## config.mk

```make
export PLATFORM = sky130hd
export DESIGN_NAME = arp_reply_tx
export DESIGN_NICKNAME = d
export VERILOG_FILES = /design/src/rtl/arp_reply_tx.sv
export SDC_FILE = /design/constraint.sdc
export NUM_CORES = 1
export LEC_CHECK = 0
export BUFFER_PORTS_ARGS = -buffer_cell sky130_fd_sc_hd__clkbuf_2
export CAP_MARGIN = 20
export CORE_ASPECT_RATIO = 0.8
export CORE_UTILIZATION = 44
export DETAILED_ROUTE_END_ITERATION = 8
export GPL_ROUTABILITY_DRIVEN = 1
export SLEW_MARGIN = 20
export SYNTH_ARGS = -nofsm -noshare
export SYNTH_HDL_FRONTEND = slang
export SYNTH_SLANG_ARGS = --single-unit
```

## constraint.sdc

```tcl
create_clock -name clk -period 8.4 [get_ports clk]
set_input_delay 1.68 -clock clk [delete_from_list [all_inputs] [get_ports clk]]
set_output_delay 1.68 -clock clk [all_outputs]
set_load 0.01 [all_outputs]
```

## src/rtl/arp_reply_tx.sv

```systemverilog
// ARP reply transmitter: captures requester MAC/IP from the receive-path bus and,
// on a validated trigger, streams a 60-octet ARP reply frame to the TX arbiter.
module arp_reply_tx #(
  parameter logic [31:0] ip  = 32'hC0A80702,
  parameter logic [47:0] mac = 48'h125555000131
) (
  input  logic        clk,
  input  logic        rst,
  input  logic [10:0] arp_bus,
  output logic        tx_req,
  input  logic        tx_grant,
  output logic        tx_strobe,
  output logic [7:0]  tx_data,
  output logic        tx_last,
  output logic        busy,
  output logic [7:0]  drop_count
);

  typedef enum logic [1:0] {StIdle, StReq, StSend} state_e;

  localparam logic [5:0] LastIdx = 6'd59;

  logic       ok, strobe, wr, trigger;
  logic [7:0] wdata;

  assign ok      = arp_bus[10];
  assign strobe  = arp_bus[9];
  assign wr      = arp_bus[8];
  assign wdata   = arp_bus[7:0];
  assign trigger = strobe & ok;

  // Byte k of a buffer: 0..5 requester MAC (MSB first), 6..9 requester IP.
  logic [9:0][7:0] shadow_q, shadow_d;
  logic [9:0][7:0] tbuf_q;
  logic [3:0]      wptr_q, wptr_d;

  state_e     state_q;
  logic [5:0] cnt_q;
  logic       tx_req_q, tx_strobe_q, tx_last_q, busy_q;
  logic [7:0] tx_data_q, drop_count_q;

  assign tx_req     = tx_req_q;
  assign tx_strobe  = tx_strobe_q;
  assign tx_data    = tx_data_q;
  assign tx_last    = tx_last_q;
  assign busy       = busy_q;
  assign drop_count = drop_count_q;

  // Next shadow contents are also what a same-cycle trigger copies out.
  always_comb begin
    shadow_d = shadow_q;
    wptr_d   = 4'd0;
    if (wr) begin
      if (wptr_q < 4'd10) begin
        shadow_d[wptr_q] = wdata;
        wptr_d           = wptr_q + 4'd1;
      end else begin
        wptr_d = wptr_q;
      end
    end
  end

  always_ff @(posedge clk) begin
    if (rst) begin
      shadow_q <= '0;
      wptr_q   <= 4'd0;
    end else begin
      shadow_q <= shadow_d;
      wptr_q   <= wptr_d;
    end
  end

  function automatic logic [7:0] frame_octet(input logic [5:0] idx, input logic [9:0][7:0] b);
    logic [7:0] o;
    int         i;
    o = 8'h00;
    i = int'(idx);
    if (i < 6) begin
      o = b[4'(i)];
    end else if (i < 12) begin
      o = mac[8*(11-i) +: 8];
    end else if (i < 22) begin
      case (idx)
        6'd12, 6'd16: o = 8'h08;
        6'd13, 6'd18: o = 8'h06;
        6'd15:        o = 8'h01;
        6'd19:        o = 8'h04;
        6'd21:        o = 8'h02;
        default:      o = 8'h00;
      endcase
    end else if (i < 28) begin
      o = mac[8*(27-i) +: 8];
    end else if (i < 32) begin
      o = ip[8*(31-i) +: 8];
    end else if (i < 42) begin
      o = b[4'(i-32)];
    end
    return o;
  endfunction

  always_ff @(posedge clk) begin
    if (rst) begin
      state_q      <= StIdle;
      cnt_q        <= 6'd0;
      tbuf_q       <= '0;
      tx_req_q     <= 1'b0;
      tx_strobe_q  <= 1'b0;
      tx_last_q    <= 1'b0;
      tx_data_q    <= 8'h00;
      busy_q       <= 1'b0;
      drop_count_q <= 8'h00;
    end else begin
      if (trigger && state_q != StIdle) begin
        drop_count_q <= drop_count_q + 8'd1;
      end
      unique case (state_q)
        StIdle: begin
          if (trigger) begin
            tbuf_q   <= shadow_d;
            state_q  <= StReq;
            tx_req_q <= 1'b1;
            busy_q   <= 1'b1;
          end
        end
        StReq: begin
          if (tx_grant) begin
            state_q     <= StSend;
            cnt_q       <= 6'd0;
            tx_strobe_q <= 1'b1;
            tx_data_q   <= frame_octet(6'd0, tbuf_q);
            tx_last_q   <= 1'b0;
          end
        end
        StSend: begin
          // cnt_q is the index of the octet currently on tx_data.
          if (cnt_q == LastIdx) begin
            state_q     <= StIdle;
            cnt_q       <= 6'd0;
            tx_req_q    <= 1'b0;
            busy_q      <= 1'b0;
            tx_strobe_q <= 1'b0;
            tx_last_q   <= 1'b0;
            tx_data_q   <= 8'h00;
          end else begin
            cnt_q     <= cnt_q + 6'd1;
            tx_data_q <= frame_octet(cnt_q + 6'd1, tbuf_q);
            tx_last_q <= (cnt_q == LastIdx - 6'd1);
          end
        end
        default: state_q <= StIdle;
      endcase
    end
  end

endmodule
```

==> flow_summary_export.csv <==
group,metric,value,unit
layout,stdcell_area,9595,µm²
timing,setup_tns,0,ps
critical_path,cp_cell_sequence,"clkbuf_2 > nand2_1 > nor3_4 > buf_4 > buf_4 > nor2_1 > a211oi_1",
run_status,run_status,"finished, final reports clean",
logic_synthesis,synthSimpleGateAreaFrac,16.06,%
layout,num-nets-final,955,
critical_path,cp_max_fo,89,
logic_synthesis,synthXorXnorAreaFrac,2.013,%
place,io_buffers,33,
critical_path,cp_slowest_stage_delay,740,ps
floorplanning,die_w,159.8,µm
critical_path,critical_path_class,"in -> reg",
logic_synthesis,synth_edf_count,0,
logic_synthesis,ys.flop_type,"dfxtp_1",
critical_path,required,8740,ps
min_path,hp-class,"reg -> reg",
logic_synthesis,ys_types,67,
grt,grt_pass1_wl,34010,µm
clock_tree,cts.sinks,191,
critical_path,crit_path_top_delay_cell,"buf_4",
clock_tree,postCtsSetupRepairBufs,0,
floorplanning,die_h,128.2,µm
grt,grt_max_degree,107,
grt,grt_pass1_vias,6136,
layout,antenna_cells,0,
clock_tree,htreeDepth,4,
drt,drt_pre_antenna_iters,5,
logic_synthesis,synth_top_family_by_area,"compound AO/OA/AOI/OAI gates",
power_and_ir_drop,p_per_area,196.6,nW/µm²
critical_path,cp_data_arrival_time,3940,ps
grt,grt_overflow,0,
min_path,min_from,"tx_strobe",
floorplanning,rows,45,
clock_tree,cts_buffer_depth,2,
layout,drive_above_1_share,11.88,%
logic_synthesis,synth.top_cell.area_share,43.63,%
clock_tree,cts_tree,"done",
floorplanning,ios,34,
logic_synthesis,synth.area.top_cells,"dfxtp_1 (44%), mux2i_1 (11%), nor2_1 (8.5%)",
drt,drcViolationCount,0,
drt,post_drt_via_cell_ratio,5.563,
layout,area_growth,9.495,%
logic_synthesis,seq_area_frac_synth,43.63,%
logic_synthesis,synthCells,946,
flow_run,drv_cap,0,
timing,max_freq,277.7,MHz
critical_path,r2r-start,"cnt_q[1]",
timing,finalHoldViolations,0,
drt,drtAntennaViolNets,0,
logic_synthesis,ys_warn_count,0,
clock_tree,root_buffer,"clkbuf_16",
logic_synthesis,ys_async_sr_fraction,0,%
grt,antenna_found_initial,0,
power_and_ir_drop,leakage,3.590,nW
clock_tree,cts.clk_slew.worst_paths,70,ps
floorplanning,core_area,19260,µm²
logic_synthesis,synth_seq_cells,191,
clock_tree,cts-resized-gates,0,
critical_path,crit_path_start_kind,"input pin",
logic_synthesis,mappedNetlistNets,970,
timing,rsz0062_at_grt,"false",
critical_path,end_kind,"flop",
place,globalplace.congestion,0.9046,
clock_tree,hold_buffers,0,
logic_synthesis,synth_area_leader_cell,"dfxtp_1",
timing,setup_viol,0,
logic_synthesis,synth_area_per_cell,9.264,µm²
logic_synthesis,synth_compound_area_share,16.36,%
timing,skew,6.554,ps
place,dpl.hpwl,13460,µm
timing,timing.final.crit_share,42.87,%
logic_synthesis,muxShareOfSynthArea,15.81,%
place,placed_cell_area,8985,µm²
drt,drtIter0Drc,587,
critical_path,cp-startpoint,"arp_bus[9]",
logic_synthesis,synth_area,8763,µm²
timing,drv_slew,0,
logic_synthesis,synth_most_common_cell,"nor2_1",
drt,wl_per_cell,17.35,µm
drt,wl,20840,µm
drt,vias,6681,
floorplanning,start_util,45.51,%
clock_tree,cts_buffers,17,
power_and_ir_drop,ir_drop,0.1302,mV
logic_synthesis,synth_common_cells,"nor2_1 (198), dfxtp_1 (191), mux2i_1 (99), a211oi_1 (82), clkbuf_1 (43)",
clock_tree,clkLatencyLatePin,430,ps
floorplanning,die_area,20490,µm²
layout,fillerInstances,1837,
critical_path,cpMostUsedCell,"buf_4",
timing,worst_pin_slew,872.6,ps
timing,max_slew_margin,41.83,%
logic_synthesis,synthAdderAreaFrac,1.428,%
grt,grtUsageTotal,21.12,%
timing,period_needed,3601,ps
per-layer routing:
layer  vias to the layer above  routed length (µm)  global-route usage (%)
met3                        16                 819                   3.462
met5                         -                   0                       0
met2                       141                8745                   30.70
met1                      3153               11080                   32.05
met4                         0                 198                   5.546
li1                       3371                   -                       -
stage by stage:
step / std cells / worst slack [ps] / utilization (%) / hold WS [ps] / power [mW]
finish: 1201 / 4799 / 49.83 / 462.8 / 1.886
global route: 1201 / 4605 / 49.83 / 508.3 / 1.966
CTS: 1199 / 4830 / 49.56 / 468.8 / 1.901
detailed placement: 1168 / 4361 / 46.66 / 459.1 / 1.133
global placement: 1167 / 4450 / 46.60 / 445.5 / 1.130
floorplan: 946 / 5472 / - / 456.4 / 1.093
path summary, 6_finish.rpt:
path,slack (ps),depth (start not counted),to
setup / recovery,4800,7,tbuf_q[16]
hold / removal,460,2,tx_strobe
setup reg to reg,5160,7,tx_data[1]
hold reg to reg,460,2,tx_strobe
cells by family (layout without fill, tap and decap cells):
| family | after synthesis | after routing |
|---|---|---|
| and+or+nand+nor | 317 | 317 |
| AOI/OAI and AO/OA | 201 | 201 |
| DFF | 191 | 191 |
| muxes | 118 | 118 |
| buffers and inverters | 91 | 88 |
| xor gates and xnor gates | 18 | 18 |
| adders and majority gates | 10 | 10 |
registers in the layout (all words and copies together) (netlist names):
name and cells:
shadow_q 80, tbuf_q 80, drop_count 8, tx_data 8, cnt_q 6, wptr_q 4
state_q 2, busy 1, tx_last 1, tx_strobe 1
final cells by class:
cell class | instances | area (µm²) | area share, %
Clock buffer | 22 | 474.2 | 4.942
Tap cell | 258 | 322.8 | 3.364
Timing Repair Buffer | 47 | 304.0 | 3.169
Inverter | 10 | 37.54 | 0.3912
Multi-Input combinational cell | 664 | 4547 | 47.39
Sequential cell | 191 | 3825 | 39.86
Clock inverter | 9 | 85.08 | 0.8867
worst max-delay path, delay by kind of cell:
kind / cells / cell delay, ps
buffers and inverters: 3 / 1470
AOI/OAI and AO/OA: 1 / 230
and+or+nand+nor: 3 / 470
cell usage in the layout (no fill, tap or decap), drive strengths merged, types with 7 or more instances in the layout:
cell | Yosys | layout
inv | 10 | 11
buf | 38 | 15
a21oi | 21 | 21
xnor2 | 10 | 10
nand2b | 7 | 7
nor2b | 7 | 7
nor2 | 201 | 201
nand3 | 16 | 16
mux2i | 99 | 99
o22ai | 9 | 9
nor3 | 17 | 17
mux4 | 16 | 16
clkbuf | 43 | 54
a211oi | 82 | 82
a31oi | 11 | 11
nand2 | 39 | 39
dfxtp | 191 | 191
ha | 10 | 10
o21ai | 23 | 23
xor2 | 8 | 8
power breakdown:
group / internal [mW] / total, mW / switching, mW
clock: 0.431 / 0.771 / 0.341
combinational: 0.0596 / 0.153 / 0.0931
sequential: 0.941 / 0.962 / 0.0216
No activity file was read; power rests on OpenSTA's default activity.
